$ cat config.mk
export PLATFORM = sky130hd
export DESIGN_NAME = mem_arbiter
export DESIGN_NICKNAME = d
export VERILOG_FILES = /design/src/rtl/mem_pkg.sv /design/src/rtl/mem_align_check.sv /design/src/rtl/mem_arbiter.sv
export SDC_FILE = /design/constraint.sdc
export NUM_CORES = 1
export LEC_CHECK = 0
export ABC_AREA = 1
export CORE_AREA = 2 2 107 109
export CTS_CLUSTER_SIZE = 24
export DETAILED_ROUTE_END_ITERATION = 7
export DIE_AREA = 0 0 109 111
export HOLD_SLACK_MARGIN = 0.05
export PLACE_DENSITY = 0.85
export SLEW_MARGIN = 20
export SYNTH_ARGS = -nofsm -noshare
export SYNTH_HDL_FRONTEND = slang
export SYNTH_SLANG_ARGS = --single-unit
$ cat constraint.sdc
create_clock -name clk -period 2.54 [get_ports clk]
set_clock_uncertainty 0.1 [all_clocks]
set_input_delay 0.508 -clock clk [delete_from_list [all_inputs] [get_ports clk]]
set_output_delay 0.508 -clock clk [all_outputs]
set_load 0.05 [all_outputs]
$ cat src/rtl/mem_pkg.sv
// Shared type codes, FSM state type and port identifiers for the data-memory arbiter.
package mem_pkg;

    localparam logic [2:0] LD_B  = 3'b000;
    localparam logic [2:0] LD_H  = 3'b001;
    localparam logic [2:0] LD_W  = 3'b010;
    localparam logic [2:0] LD_BU = 3'b100;
    localparam logic [2:0] LD_HU = 3'b101;

    localparam logic [2:0] ST_B  = 3'b000;
    localparam logic [2:0] ST_H  = 3'b001;
    localparam logic [2:0] ST_W  = 3'b010;

    typedef enum logic [1:0] {
        IDLE  = 2'd0,
        ISSUE = 2'd1,
        RESP  = 2'd2
    } state_t;

    localparam logic PORT_LSU   = 1'b0;
    localparam logic PORT_FETCH = 1'b1;

endpackage

$ cat src/rtl/mem_align_check.sv
// Flags misaligned addresses and unknown load/store type codes; purely combinational.
module mem_align_check
    import mem_pkg::*;
(
    input  logic       we,
    input  logic [2:0] op_type,
    input  logic [1:0] addr,
    output logic       err
);

    always_comb begin
        err = 1'b0;
        if (we) begin
            case (op_type)
                ST_B:    err = 1'b0;
                ST_H:    err = addr[0];
                ST_W:    err = |addr;
                default: err = 1'b1;
            endcase
        end else begin
            case (op_type)
                LD_B, LD_BU: err = 1'b0;
                LD_H, LD_HU: err = addr[0];
                LD_W:        err = |addr;
                default:     err = 1'b1;
            endcase
        end
    end

endmodule

$ cat src/rtl/mem_arbiter.sv
// Round-robin arbiter between the LSU (port 0) and instruction fetch (port 1)
// that sequences one access at a time onto the single-port data memory.
module mem_arbiter
    import mem_pkg::*;
#(
    parameter int ADDR_W = 32
) (
    input  logic              clk,
    input  logic              rst_n,

    input  logic              p0_req,
    input  logic              p0_we,
    input  logic [2:0]        p0_type,
    input  logic [ADDR_W-1:0] p0_addr,
    input  logic [31:0]       p0_wdata,
    output logic              p0_gnt,
    output logic              p0_rvalid,
    output logic [31:0]       p0_rdata,
    output logic              p0_err,

    input  logic              p1_req,
    input  logic [ADDR_W-1:0] p1_addr,
    output logic              p1_gnt,
    output logic              p1_rvalid,
    output logic [31:0]       p1_rdata,
    output logic              p1_err,

    output logic              mem_read_en,
    output logic              mem_write_en,
    output logic [2:0]        load_type,
    output logic [2:0]        store_type,
    output logic [ADDR_W-1:0] ram_address,
    output logic [31:0]       data_in,
    input  logic [31:0]       data_out
);

    state_t              state;
    state_t              state_next;
    logic                last_gnt;
    logic                can_grant;
    logic                any_gnt;

    logic                chk_we;
    logic [2:0]          chk_type;
    logic [1:0]          chk_addr;
    logic                chk_err;

    logic                lat_port;
    logic                lat_we;
    logic [2:0]          lat_type;
    logic [ADDR_W-1:0]   lat_addr;
    logic [31:0]         lat_wdata;
    logic                lat_err;
    logic [31:0]         resp_data;

    // Grants are gated by reset so every output reads 0 while reset is held.
    assign can_grant = rst_n && (state == IDLE || state == RESP);
    assign p0_gnt    = can_grant && p0_req && (!p1_req || last_gnt);
    assign p1_gnt    = can_grant && p1_req && (!p0_req || !last_gnt);
    assign any_gnt   = p0_gnt || p1_gnt;

    assign chk_we   = p1_gnt ? 1'b0 : p0_we;
    assign chk_type = p1_gnt ? LD_W : p0_type;
    assign chk_addr = p1_gnt ? p1_addr[1:0] : p0_addr[1:0];

    mem_align_check u_align (
        .we      (chk_we),
        .op_type (chk_type),
        .addr    (chk_addr),
        .err     (chk_err)
    );

    always_ff @(posedge clk or negedge rst_n) begin
        if (!rst_n) begin
            state <= IDLE;
        end else begin
            state <= state_next;
        end
    end

    always_ff @(posedge clk or negedge rst_n) begin
        if (!rst_n) begin
            last_gnt  <= 1'b1;
            lat_port  <= PORT_LSU;
            lat_we    <= 1'b0;
            lat_type  <= 3'b000;
            lat_addr  <= '0;
            lat_wdata <= 32'h0;
            lat_err   <= 1'b0;
        end else if (any_gnt) begin
            last_gnt  <= p1_gnt;
            lat_port  <= p1_gnt ? PORT_FETCH : PORT_LSU;
            lat_we    <= chk_we;
            lat_type  <= chk_type;
            lat_addr  <= p1_gnt ? p1_addr : p0_addr;
            lat_wdata <= p1_gnt ? 32'h0 : p0_wdata;
            lat_err   <= chk_err;
        end
    end

    assign resp_data = (!lat_we && !lat_err) ? data_out : 32'h0;

    // A faulting access still walks ISSUE and RESP so latency never depends on the error.
    always_comb begin
        state_next   = state;
        mem_read_en  = 1'b0;
        mem_write_en = 1'b0;
        load_type    = 3'b000;
        store_type   = 3'b000;
        ram_address  = '0;
        data_in      = 32'h0;
        p0_rvalid    = 1'b0;
        p0_rdata     = 32'h0;
        p0_err       = 1'b0;
        p1_rvalid    = 1'b0;
        p1_rdata     = 32'h0;
        p1_err       = 1'b0;
        case (state)
            IDLE: begin
                if (any_gnt) state_next = ISSUE;
            end
            ISSUE: begin
                state_next = RESP;
                if (!lat_err) begin
                    mem_read_en  = !lat_we;
                    mem_write_en = lat_we;
                    ram_address  = lat_addr;
                    load_type    = lat_we ? 3'b000 : lat_type;
                    store_type   = lat_we ? lat_type : 3'b000;
                    data_in      = lat_we ? lat_wdata : 32'h0;
                end
            end
            RESP: begin
                state_next = any_gnt ? ISSUE : IDLE;
                if (lat_port == PORT_FETCH) begin
                    p1_rvalid = 1'b1;
                    p1_rdata  = resp_data;
                    p1_err    = lat_err;
                end else begin
                    p0_rvalid = 1'b1;
                    p0_rdata  = resp_data;
                    p0_err    = lat_err;
                end
            end
            default: state_next = IDLE;
        endcase
    end

endmodule

==> impl_metrics.tcl <==
set metrics [dict create \
    overflow 0 \
    grt_pass1_wl_mm 22.8 \
    fin_tns_setup_ps 0 \
    hold_path_class "in2async" \
    first_pass_iters 4 \
    remaining_drc_errors 0 \
    cp_num_buf_inv 5 \
    finalSetupViolations 0 \
    ant_nets 0 \
    clk_path_buf_depth 2 \
    slowest_delay_ps 390 \
    synth_top_cell_area_share 0.435 \
    antenna_found_initial 0 \
    p_sw_frac 0.391 \
    critPathRequiredTime_ps 1930 \
    diodes 0 \
    synthCells 584 \
    drt_iter0_drc 260 \
    worstSetupPathType "reg2out" \
    crit_top_cell "inv_2" \
    synth_area_leaders "dfrtp_1 (44%), nand2_1 (14%), nor2_1 (12%), inv_1 (5.4%), nor2_2 (5.0%)" \
    die_x_um 109 \
    pin_count 278 \
    cp_top_family "buffers and inverters" \
    fin_util 0.691 \
    clk_pin_slew_ps 60 \
    rsz0062_at_grt "no" \
    syn_nets 720 \
    cts_tree "yes" \
    core-area_um2 11100 \
    outcome "completed" \
    comb_power_share 0.447 \
    drive_above_1_share 0.345 \
    switchingPower_mw 2.21 \
    root_buffer "clkbuf_16" \
    critPathSlowestCell "dfrtp_1" \
    drv_slew 0 \
    path_cells "inv_2, nor2_4, inv_2, nor2_2, inv_2, nor2_4, inv_4, nor2_1, buf_4" \
    finalCritPeriodShare 0.950 \
    synth_seq_area_share 0.442 \
    dp.final_hpwl_mm 11.4 \
    synth-seq-cells 73 \
    final_nets 991 \
    cts_made_buffers 9 \
    totalPowerFinal_mw 5.66 \
    intPower_mw 3.45 \
    final_cell_mix "nand2_1 (156), clkdlybuf4s50_1 (134), buf_4 (120), nor2_2 (96), dfrtp_1 (72)" \
    syn2layout_area_growth_pct 84.9 \
    grt_max_degree 70 \
    routed_via_density 4.71 \
    drv_cap 0 \
    hold_violations 0 \
    fmax_mhz 415 \
    die_h_um 111 \
    cp_data_arrival_time_ps 1800 \
    synth_top_cell_by_area "dfrtp_1" \
    synth.distinct_cells 22 \
    num_rows 39 \
    pwr-share-seq 0.294 \
    htreeDepth 3 \
    p_clk_frac 0.259 \
    port_buffers 277 \
    syn_avg_cell_area_um2 7.09 \
    yosys_warnings 0 \
    n_fill_cell 899 \
    layout_commonest_cell "nand2_1" \
    worstPathMaxFanout 35 \
    clock_latency_ps 330 \
    holdWs_ps 297 \
    relSlewSlack 0.488 \
    tightest_slew_ps 769 \
    post_drt_wl_per_cell_um 14.8 \
    cts.sinks 73 \
    die_area_um2 12100 \
    start_kind "flop" \
    ir_drop_v 0.000416 \
    period_needed_ps 2410 \
    syn_area_um2 4140 \
    fin_area_um2 7660 \
    wirelength_mm 14.8 \
    grtUsageTotal 0.244 \
    fin_ws_ps 128 \
    grt_pass1_vias 4517 \
    dp_slack_ps 243 \
    place_area_um2 7240 \
    setup.worst_path.end_class "primary output" \
    power_density_nw_per_um2 739 \
    final_cells 1003 \
    p_leak_nw 3.47 \
    vias 4722 \
    gp_congestion 0.785 \
    initial_core_util 0.374 \
    place_inst 983 \
]
## synthesized netlist by cell type, drive strengths merged
cell type and n:
dfstp 1, nand4 3, nor3 3, o211ai 11, dfrtp 72, clkbuf 10, nand3 6, buf 28
nor2 166, a21oi 3, nand2 158, inv 66, a31oi 19, o21ai 38
## metal layers
| metal | wire [um] | track usage | up-vias |
|---|---|---|---|
| li1 | - | - | 2323 |
| met1 | 5270 | 0.250 | 2195 |
| met2 | 7850 | 0.455 | 188 |
| met3 | 1470 | 0.0805 | 16 |
| met4 | 247 | 0.0761 | 0 |
| met5 | 0 | 0 | - |
## power by group through the flow
stage | clock, mW | combinational [mW] | sequential, mW
2_1_floorplan | 0 | 1.59 | 1.64
6_report | 1.46 | 2.53 | 1.67
5_1_grt | 1.54 | 2.73 | 1.70
3_5_place_dp | 0 | 2.52 | 1.69
4_1_cts | 1.49 | 2.55 | 1.67
3_3_place_gp | 0 | 2.50 | 1.66
## state kept, by name, summed over array words and instances, names as in the netlist
| register | flops |
|---|---|
| lat_wdata | 32 |
| last_gnt | 1 |
| lat_err | 1 |
| lat_port | 1 |
| lat_addr | 32 |
| lat_we | 1 |
| state | 2 |
| lat_type | 3 |
## logic make-up (layout without fill, tap and decap cells)
group                  after synthesis  after routing  share of synthesized area
AOI/OAI and AO/OA                   71             71                      0.112
buffers and inverters              104            380                      0.114
DFF                                 73             73                      0.442
and+or+nand+nor                    336            336                      0.333
## timing repair
action / in CTS / in global routing
resized for setup: 2 / 8
hold endpoints to repair: 13 / 0
hold buffers: 1 / 0
setup endpoints to repair: 58 / 9
setup buffers: 3 / 0
pin swaps: 0 / 0
gates cloned: 0 / 0
## area by class of cell
class	count	area [um2]	share of cell area
Clock buffer	11	243	0.0317
Clock inverter	5	103	0.0134
Inverter	66	254	0.0332
Multi-Input combinational cell	407	2010	0.262
Sequential cell	73	1830	0.239
Tap cell	143	179	0.0234
Timing Repair Buffer	298	3040	0.397
## final timing paths
path	from	end	slack [ps]	cells after the start
max	state[0]$_DFFE_PN0P_	data_in[31]	130	9
min	rst_n	lat_wdata[16]$_DFFE_PN0P_	300	2
max reg2reg	last_gnt$_DFFE_PN1P_	lat_err$_DFFE_PN0P_	820	8
min reg2reg	last_gnt$_DFFE_PN1P_	last_gnt$_DFFE_PN1P_	380	2
max in group asynchronous	rst_n	lat_addr[30]$_DFFE_PN0P_	1220	2
min in group clk	last_gnt$_DFFE_PN1P_	last_gnt$_DFFE_PN1P_	380	2
No activity file was read; power rests on OpenSTA's default activity.
